**config.mk**
```make
export PLATFORM = sky130hd
export DESIGN_NAME = load_store_unit
export DESIGN_NICKNAME = d
export VERILOG_FILES = /design/src/rtl/lsu_pkg.sv /design/src/rtl/lsu_align.sv /design/src/rtl/load_store_unit.sv
export SDC_FILE = /design/constraint.sdc
export NUM_CORES = 1
export LEC_CHECK = 0
export BUFFER_PORTS_ARGS = -buffer_cell sky130_fd_sc_hd__buf_2
export CAP_MARGIN = 30
export CORE_MARGIN = 2
export CORE_UTILIZATION = 50
export CTS_BUF_LIST = sky130_fd_sc_hd__clkbuf_16
export DETAILED_ROUTE_END_ITERATION = 6
export MAX_ROUTING_LAYER = met4
export PLACE_DENSITY = 0.8
export SLEW_MARGIN = 20
export SYNTH_ARGS = -nofsm -noshare
export SYNTH_HDL_FRONTEND = slang
export SYNTH_HIERARCHICAL = 1
export SYNTH_SLANG_ARGS = --single-unit
```
**constraint.sdc**
```tcl
create_clock -name Clock -period 5.8 [get_ports Clock]
set_input_delay 0.29 -clock Clock [delete_from_list [all_inputs] [get_ports Clock]]
set_output_delay 0.29 -clock Clock [all_outputs]
set_load 0.02 [all_outputs]
```
**src/rtl/lsu_pkg.sv**
```systemverilog
// ---------------------------------------------------------------------------
// lsu_pkg : shared funct3 codes and FSM state type for the load/store unit
// Revision: 1.0
// ---------------------------------------------------------------------------
`default_nettype none

package lsu_pkg;

  localparam logic [2:0] F3_B  = 3'b000;
  localparam logic [2:0] F3_H  = 3'b001;
  localparam logic [2:0] F3_W  = 3'b010;
  localparam logic [2:0] F3_BU = 3'b100;
  localparam logic [2:0] F3_HU = 3'b101;

  typedef enum logic [1:0] {
    IDLE  = 2'd0,
    READ  = 2'd1,
    WRITE = 2'd2,
    RESP  = 2'd3
  } lsu_state_t;

endpackage

`default_nettype wire

```
**src/rtl/lsu_align.sv**
```systemverilog
// ---------------------------------------------------------------------------
// lsu_align : lane extract/extend for loads, lane merge for sub-word stores
// Revision: 1.0
// ---------------------------------------------------------------------------
`default_nettype none

module lsu_align
  import lsu_pkg::*;
(
  input  logic [31:0] word,
  input  logic [1:0]  addr,
  input  logic [2:0]  funct3,
  input  logic [31:0] wdata,
  output logic [31:0] load_data,
  output logic [31:0] merged
);

  logic [7:0]  byte_lane;
  logic [15:0] half_lane;

  always_comb begin
    byte_lane = word[{addr, 3'b000} +: 8];
    half_lane = addr[1] ? word[31:16] : word[15:0];

    unique case (funct3)
      F3_B:    load_data = {{24{byte_lane[7]}}, byte_lane};
      F3_BU:   load_data = {24'd0, byte_lane};
      F3_H:    load_data = {{16{half_lane[15]}}, half_lane};
      F3_HU:   load_data = {16'd0, half_lane};
      default: load_data = word;
    endcase

    // Only SB/SH ever reach the merge path; other codes pass the word through.
    merged = word;
    if (funct3 == F3_B) begin
      merged[{addr, 3'b000} +: 8] = wdata[7:0];
    end else if (funct3 == F3_H) begin
      merged[{addr[1], 4'b0000} +: 16] = wdata[15:0];
    end
  end

endmodule

`default_nettype wire

```
**src/rtl/load_store_unit.sv**
```systemverilog
// ---------------------------------------------------------------------------
// load_store_unit : single-outstanding RV32 load/store initiator for a
//                   word-addressed memory with combinational read data
// Revision: 1.0
// ---------------------------------------------------------------------------
`default_nettype none

module load_store_unit
  import lsu_pkg::*;
#(
  parameter int WordSize        = 32,
  parameter int WordsNumberLog2 = 8
) (
  input  logic                       Clock,
  input  logic                       Reset,
  input  logic                       ReqValid,
  output logic                       ReqReady,
  input  logic                       ReqWrite,
  input  logic [2:0]                 ReqFunct3,
  input  logic [31:0]                ReqAddress,
  input  logic [31:0]                ReqWData,
  output logic                       RespValid,
  input  logic                       RespReady,
  output logic [31:0]                RespData,
  output logic                       RespError,
  output logic                       MemStatus,
  output logic [WordsNumberLog2-1:0] MemAddress,
  output logic [WordSize-1:0]        MemI,
  input  logic [WordSize-1:0]        MemQ
);

  lsu_state_t state_q, state_d;

  logic                       write_q;
  logic [2:0]                 funct3_q;
  logic [WordsNumberLog2+1:0] addr_q;
  logic [WordSize-1:0]        data_q;
  logic [31:0]                resp_data_q;
  logic                       resp_error_q;

  logic        accept;
  logic        req_error;
  logic [31:0] load_data;
  logic [31:0] merged;

  assign accept = ReqValid && (state_q == IDLE);

  always_comb begin
    req_error = 1'b0;
    case (ReqFunct3)
      F3_B:    req_error = 1'b0;
      F3_BU:   req_error = ReqWrite;
      F3_H:    req_error = ReqAddress[0];
      F3_HU:   req_error = ReqWrite | ReqAddress[0];
      F3_W:    req_error = |ReqAddress[1:0];
      default: req_error = 1'b1;
    endcase
    if (ReqAddress[31:WordsNumberLog2+2] != '0) begin
      req_error = 1'b1;
    end
  end

  always_comb begin
    state_d = state_q;
    unique case (state_q)
      IDLE: begin
        if (accept) begin
          if (req_error)                              state_d = RESP;
          else if (ReqWrite && (ReqFunct3 == F3_W))   state_d = WRITE;
          else                                        state_d = READ;
        end
      end
      READ:    state_d = write_q ? WRITE : RESP;
      WRITE:   state_d = RESP;
      RESP:    if (RespReady) state_d = IDLE;
      default: state_d = IDLE;
    endcase
  end

  // data_q holds store data from accept; for SB/SH it is replaced by the merged word in READ.
  always_ff @(posedge Clock) begin
    if (Reset) begin
      state_q      <= IDLE;
      write_q      <= 1'b0;
      funct3_q     <= 3'd0;
      addr_q       <= '0;
      data_q       <= '0;
      resp_data_q  <= 32'd0;
      resp_error_q <= 1'b0;
    end else begin
      state_q <= state_d;
      unique case (state_q)
        IDLE: begin
          if (accept) begin
            write_q      <= ReqWrite;
            funct3_q     <= ReqFunct3;
            addr_q       <= ReqAddress[WordsNumberLog2+1:0];
            data_q       <= ReqWData;
            resp_data_q  <= 32'd0;
            resp_error_q <= req_error;
          end
        end
        READ: begin
          if (write_q) data_q      <= merged;
          else         resp_data_q <= load_data;
        end
        WRITE: begin
          resp_data_q  <= 32'd0;
          resp_error_q <= 1'b0;
        end
        default: ;
      endcase
    end
  end

  lsu_align u_align (
    .word      (MemQ),
    .addr      (addr_q[1:0]),
    .funct3    (funct3_q),
    .wdata     (data_q),
    .load_data (load_data),
    .merged    (merged)
  );

  assign ReqReady   = (state_q == IDLE);
  assign RespValid  = (state_q == RESP);
  assign RespData   = resp_data_q;
  assign RespError  = resp_error_q;
  // Gated by Reset so an aborted store never reaches the memory edge.
  assign MemStatus  = (state_q == WRITE) && !Reset;
  assign MemAddress = addr_q[WordsNumberLog2+1:2];
  assign MemI       = (state_q == WRITE) ? data_q : '0;

endmodule

`default_nettype wire

```
==> PnR_summary.wiki <==
{| class="wikitable"
! Metric !! Value
|-
| Final Util || 63.63%
|-
| Highest routed layer || met4
|-
| Count of placed standard cells including taps || 916
|-
| Detailed-routed wire length on met3 || 1268 um
|-
| Wirelength, routed || 16920 um
|-
| Post-Syn Area || 5100 um^2
|-
| Number of iterations in the first detailed-routing pass || 5
|-
| Max Cap Violations || 0
|-
| Netlist cell types || 49
|-
| Internal power component || 1.533 mW
|-
| Count of non-filler cells in the finished layout || 933
|-
| Number of antenna violations at the first check in global routing || 0
|-
| Startpoint of the worst setup timing path || addr_q[1]
|-
| Clock tree root driver cell || sky130_fd_sc_hd__clkbuf_16
|-
| Via count of the first global-routing pass || 5052
|-
| Final clock period utilization by the worst path || 45.57%
|-
| Post-placement cell area || 5928 um^2
|-
| Critical path data arrival time || 2890 ps
|-
| Total via count in the routed design || 5554
|-
| Total clock buffers created by CTS || 9
|-
| Area of the core || 9819 um^2
|-
| Kind of launch point of the worst setup path || flop
|-
| Skew-Pair Late Insertion Delay || 340 ps
|-
| Result of the run || complete, no violations
|-
| Worst path buffer plus inverter count || 1
|-
| Sink Count || 81
|-
| Remaining design rule violation count || 0
|-
| Maximum frequency from static timing analysis || 0.3784 GHz
|-
| Proportion of power drawn by combinational gates || 50.7%
|-
| Violation count after the first detailed-route iteration || 630
|-
| First-pass GRT wire length || 26280 um
|-
| Floorplan die height || 105.0 um
|-
| Number of enable flip-flop cells after synthesis || 0
|-
| Total congestion overflow || 0
|-
| Total power per unit cell area || 454.2 nW/um^2
|-
| Placer Congestion || 0.8843
|-
| Largest net degree at the start of global routing || 81
|-
| Post-layout nets || 908
|-
| Final Setup Violations || 0
|-
| Flops & latches, synth || 81
|-
| Critical path required time || 6050 ps
|-
| Path category of the worst min-delay check || primary input to flop
|-
| Buffer depth of the longest clock path || 2
|-
| Tmin final || 2643 ps
|-
| Number of max-slew violations in the final report || 0
|-
| Worst Hold Slack || 126.7 ps
|-
| Ant diodes || 0
|-
| Area of the die || 11020 um^2
|-
| Total Neg Setup Slack || 0 ps
|-
| RR Startpoint || addr_q[1]
|-
| ANT nets after route || 0
|-
| Share of power burned in the clock network || 20.8%
|-
| Clock skew after layout || 10.42 ps
|-
| Crit path capture type || flop
|-
| Area added between synthesis and finish || 22.52%
|-
| Delay of the slowest cell on the worst path || 500 ps
|-
| Die Width || 105.0 um
|-
| Worst-case vdd ir drop || 0.3812 mV
|-
| Placed wire-length estimate || 12240 um
|-
| Async set-or-reset flop fraction in the synthesized netlist || 0%
|-
| Clock tree from TritonCTS || done
|-
| RSZ-0062 raised after global routing || false
|-
| Global router's overall resource usage || 30.74%
|-
| Boundary pin count || 180
|-
| PostCTS Resize Cnt || 0
|-
| Number of hold violations in the final report || 0
|-
| Worst path cell trace || inv_1 > ha_1 > nor2_1 > nor4b_4 > a221oi_1 > a211oi_1 > mux2i_1 > a211oi_1
|-
| Switching portion of total power || 46.00%
|-
| Category of cells accounting for the largest share of critical-path delay || compound AO/OA/AOI/OAI gates
|-
| Number of buffers inserted by port buffering || 179
|-
| Initial Utilization || 51.94%
|-
| Max-Slew Margin vs Limit || 39.81%
|-
| Post-DR wirelength/cell || 18.13 um
|-
| Number of synthesis warnings || 6
|-
| Synthesized area divided by synthesized cell count || 7.692 um^2
|-
| Flop pwr share || 28.4%
|-
| Crit path kind || flop to flop
|-
| Total routed wire length on the met1 layer || 7051 um
|-
| Fraction of layout cells with a size suffix above 1 || 27.63%
|-
| Area of all placed cells without fillers || 6248 um^2
|-
| Post-synthesis cell count || 663
|-
| Clock slew seen by the registers of the worst setup and hold paths || 70 ps
|-
| Slowest cell on the critical path || sky130_fd_sc_hd__nor4b_4
|-
| Most used DFF post-synth || sky130_fd_sc_hd__dfxtp_1
|-
| Slew of the pin with the lowest slew margin || 902.8 ps
|-
| Highest net fanout along the worst path || 14
|-
| Hold buffers post-CTS || 0
|-
| Clock H-tree levels || 3
|-
| Switch Pwr || 1.305 mW
|-
| Rows || 36
|-
| Number of vias per cell || 5.953
|-
| Post-CTS setup repair buffer count || 0
|-
| Sum of met2 wire segment lengths after detailed routing || 8200 um
|-
| Hold wc startpoint || Reset
|-
| Cell seen most often among critical-path stages || sky130_fd_sc_hd__a211oi_1
|-
| Nets in the synthesized netlist || 776
|-
| LEAKAGE || 2.669 nW
|-
| Register area share after synthesis || 31.80%
|}
-- registers in the layout (all words and copies together), names as in the netlist --
name,flops
RespData,32
data_q,32
state_q,2
RespError,1
write_q,1
funct3_q,3
addr_q,10
-- logic make-up (layout without fill, tap and decap cells) --
| logic type | after synthesis | after routing | share of synthesized area, % |
|---|---|---|---|
| AND/OR/NAND/NOR | 274 | 274 | 25.96 |
| buffers and inverters | 75 | 212 | 7.115 |
| AO/OA/AOI/OAI | 184 | 184 | 24.73 |
| adder cells (fa/ha/maj) | 9 | 9 | 2.208 |
| flip-flops | 81 | 81 | 31.80 |
| multiplexers | 40 | 40 | 8.194 |
-- worst reg2reg max path, cell delays in order (launching register included) --
cell,delay (ps)
sky130_fd_sc_hd__dfxtp_1,480
sky130_fd_sc_hd__inv_1,280
sky130_fd_sc_hd__ha_1,300
sky130_fd_sc_hd__nor2_1,190
sky130_fd_sc_hd__nor4b_4,500
sky130_fd_sc_hd__a221oi_1,150
sky130_fd_sc_hd__a211oi_1,270
sky130_fd_sc_hd__mux2i_1,110
sky130_fd_sc_hd__a211oi_1,270
-- path summary, 6_finish.rpt --
kind | endpoint | slack (ps) | cells after the start
hold / removal | addr_q[9] | 130 | 2
setup reg to reg | data_q[27] | 3160 | 8
hold reg to reg | addr_q[5] | 450 | 2
setup / recovery | data_q[27] | 3160 | 8
-- through the flow --
step	setup WS, ps	total power, mW
3_5_place_dp	2478	2.235
4_1_cts	2438	2.821
3_3_place_gp	2613	2.174
5_1_grt	2890	3.024
2_1_floorplan	3400	1.892
6_report	3157	2.838
-- placed cells by master (no fill, tap or decap), types with 6 or more instances in the layout --
cell	count
sky130_fd_sc_hd__nand2_1	115
sky130_fd_sc_hd__inv_1	7
sky130_fd_sc_hd__buf_2	179
sky130_fd_sc_hd__ha_1	7
sky130_fd_sc_hd__a22oi_1	6
sky130_fd_sc_hd__a221oi_1	16
sky130_fd_sc_hd__a211oi_1	49
sky130_fd_sc_hd__a22o_1	16
sky130_fd_sc_hd__o22ai_1	16
sky130_fd_sc_hd__nor2_1	55
sky130_fd_sc_hd__clkbuf_16	9
sky130_fd_sc_hd__o21ai_0	10
sky130_fd_sc_hd__nand2b_1	7
sky130_fd_sc_hd__mux2i_1	35
sky130_fd_sc_hd__dfxtp_1	81
sky130_fd_sc_hd__nor4_1	6
sky130_fd_sc_hd__nand4_1	34
sky130_fd_sc_hd__a21oi_1	52
sky130_fd_sc_hd__and2_1	33
-- power groups by stage --
| stage | clock network [mW] | logic, mW | registers [mW] |
|---|---|---|---|
| CTS | 0.594 | 1.42 | 0.809 |
| finish | 0.591 | 1.44 | 0.807 |
| floorplan | 0 | 1.12 | 0.774 |
| global placement | 0 | 1.35 | 0.827 |
| detailed placement | 0 | 1.41 | 0.822 |
| global route | 0.620 | 1.58 | 0.821 |
-- cells in the mapped netlist, types with 2 or more instances --
cell / number / share of area [%]
sky130_fd_sc_hd__nor2_1: 55 / 4.0
sky130_fd_sc_hd__nor3_1: 5 / 0.49
sky130_fd_sc_hd__nor4_1: 6 / 0.74
sky130_fd_sc_hd__inv_1: 7 / 0.52
sky130_fd_sc_hd__nand2_1: 115 / 8.5
sky130_fd_sc_hd__a211oi_1: 49 / 7.2
sky130_fd_sc_hd__buf_1: 3 / 0.22
sky130_fd_sc_hd__dfxtp_1: 81 / 32
sky130_fd_sc_hd__nor2b_1: 5 / 0.61
sky130_fd_sc_hd__clkbuf_1: 33 / 2.4
sky130_fd_sc_hd__nand4_1: 34 / 4.2
sky130_fd_sc_hd__nand2b_1: 7 / 0.86
sky130_fd_sc_hd__o211ai_1: 4 / 0.59
sky130_fd_sc_hd__a221oi_1: 16 / 2.7
sky130_fd_sc_hd__a21oi_1: 52 / 5.1
sky130_fd_sc_hd__nand3_1: 4 / 0.39
sky130_fd_sc_hd__a22oi_1: 6 / 0.88
sky130_fd_sc_hd__a211o_1: 3 / 0.52
sky130_fd_sc_hd__buf_4: 10 / 1.5
sky130_fd_sc_hd__o21ai_0: 10 / 0.98
sky130_fd_sc_hd__a31oi_1: 4 / 0.49
sky130_fd_sc_hd__nor3_4: 2 / 0.64
sky130_fd_sc_hd__ha_1: 9 / 2.2
sky130_fd_sc_hd__a22o_1: 16 / 2.7
sky130_fd_sc_hd__buf_2: 17 / 1.7
sky130_fd_sc_hd__and2_1: 33 / 4.0
sky130_fd_sc_hd__o22ai_1: 16 / 2.0
sky130_fd_sc_hd__mux2i_1: 35 / 6.9
sky130_fd_sc_hd__buf_6: 3 / 0.66
sky130_fd_sc_hd__mux2_2: 4 / 0.88
-- cell type report --
class,count,area [um^2]
Clock buffer,9,225.2
Fill cell,934,3571
Tap cell,133,166.4
Inverter,9,33.78
Timing Repair Buffer,187,978.4
Clock inverter,7,77.57
Multi-Input combinational cell,507,3146
Sequential cell,81,1622
-- layer usage --
metal	vias up	track usage [%]
met3	33	4.679
met4	0	11.14
met5	-	-
li1	2679	-
met1	2571	38.88
met2	271	49.81
Power figures use the tool's default switching activity.
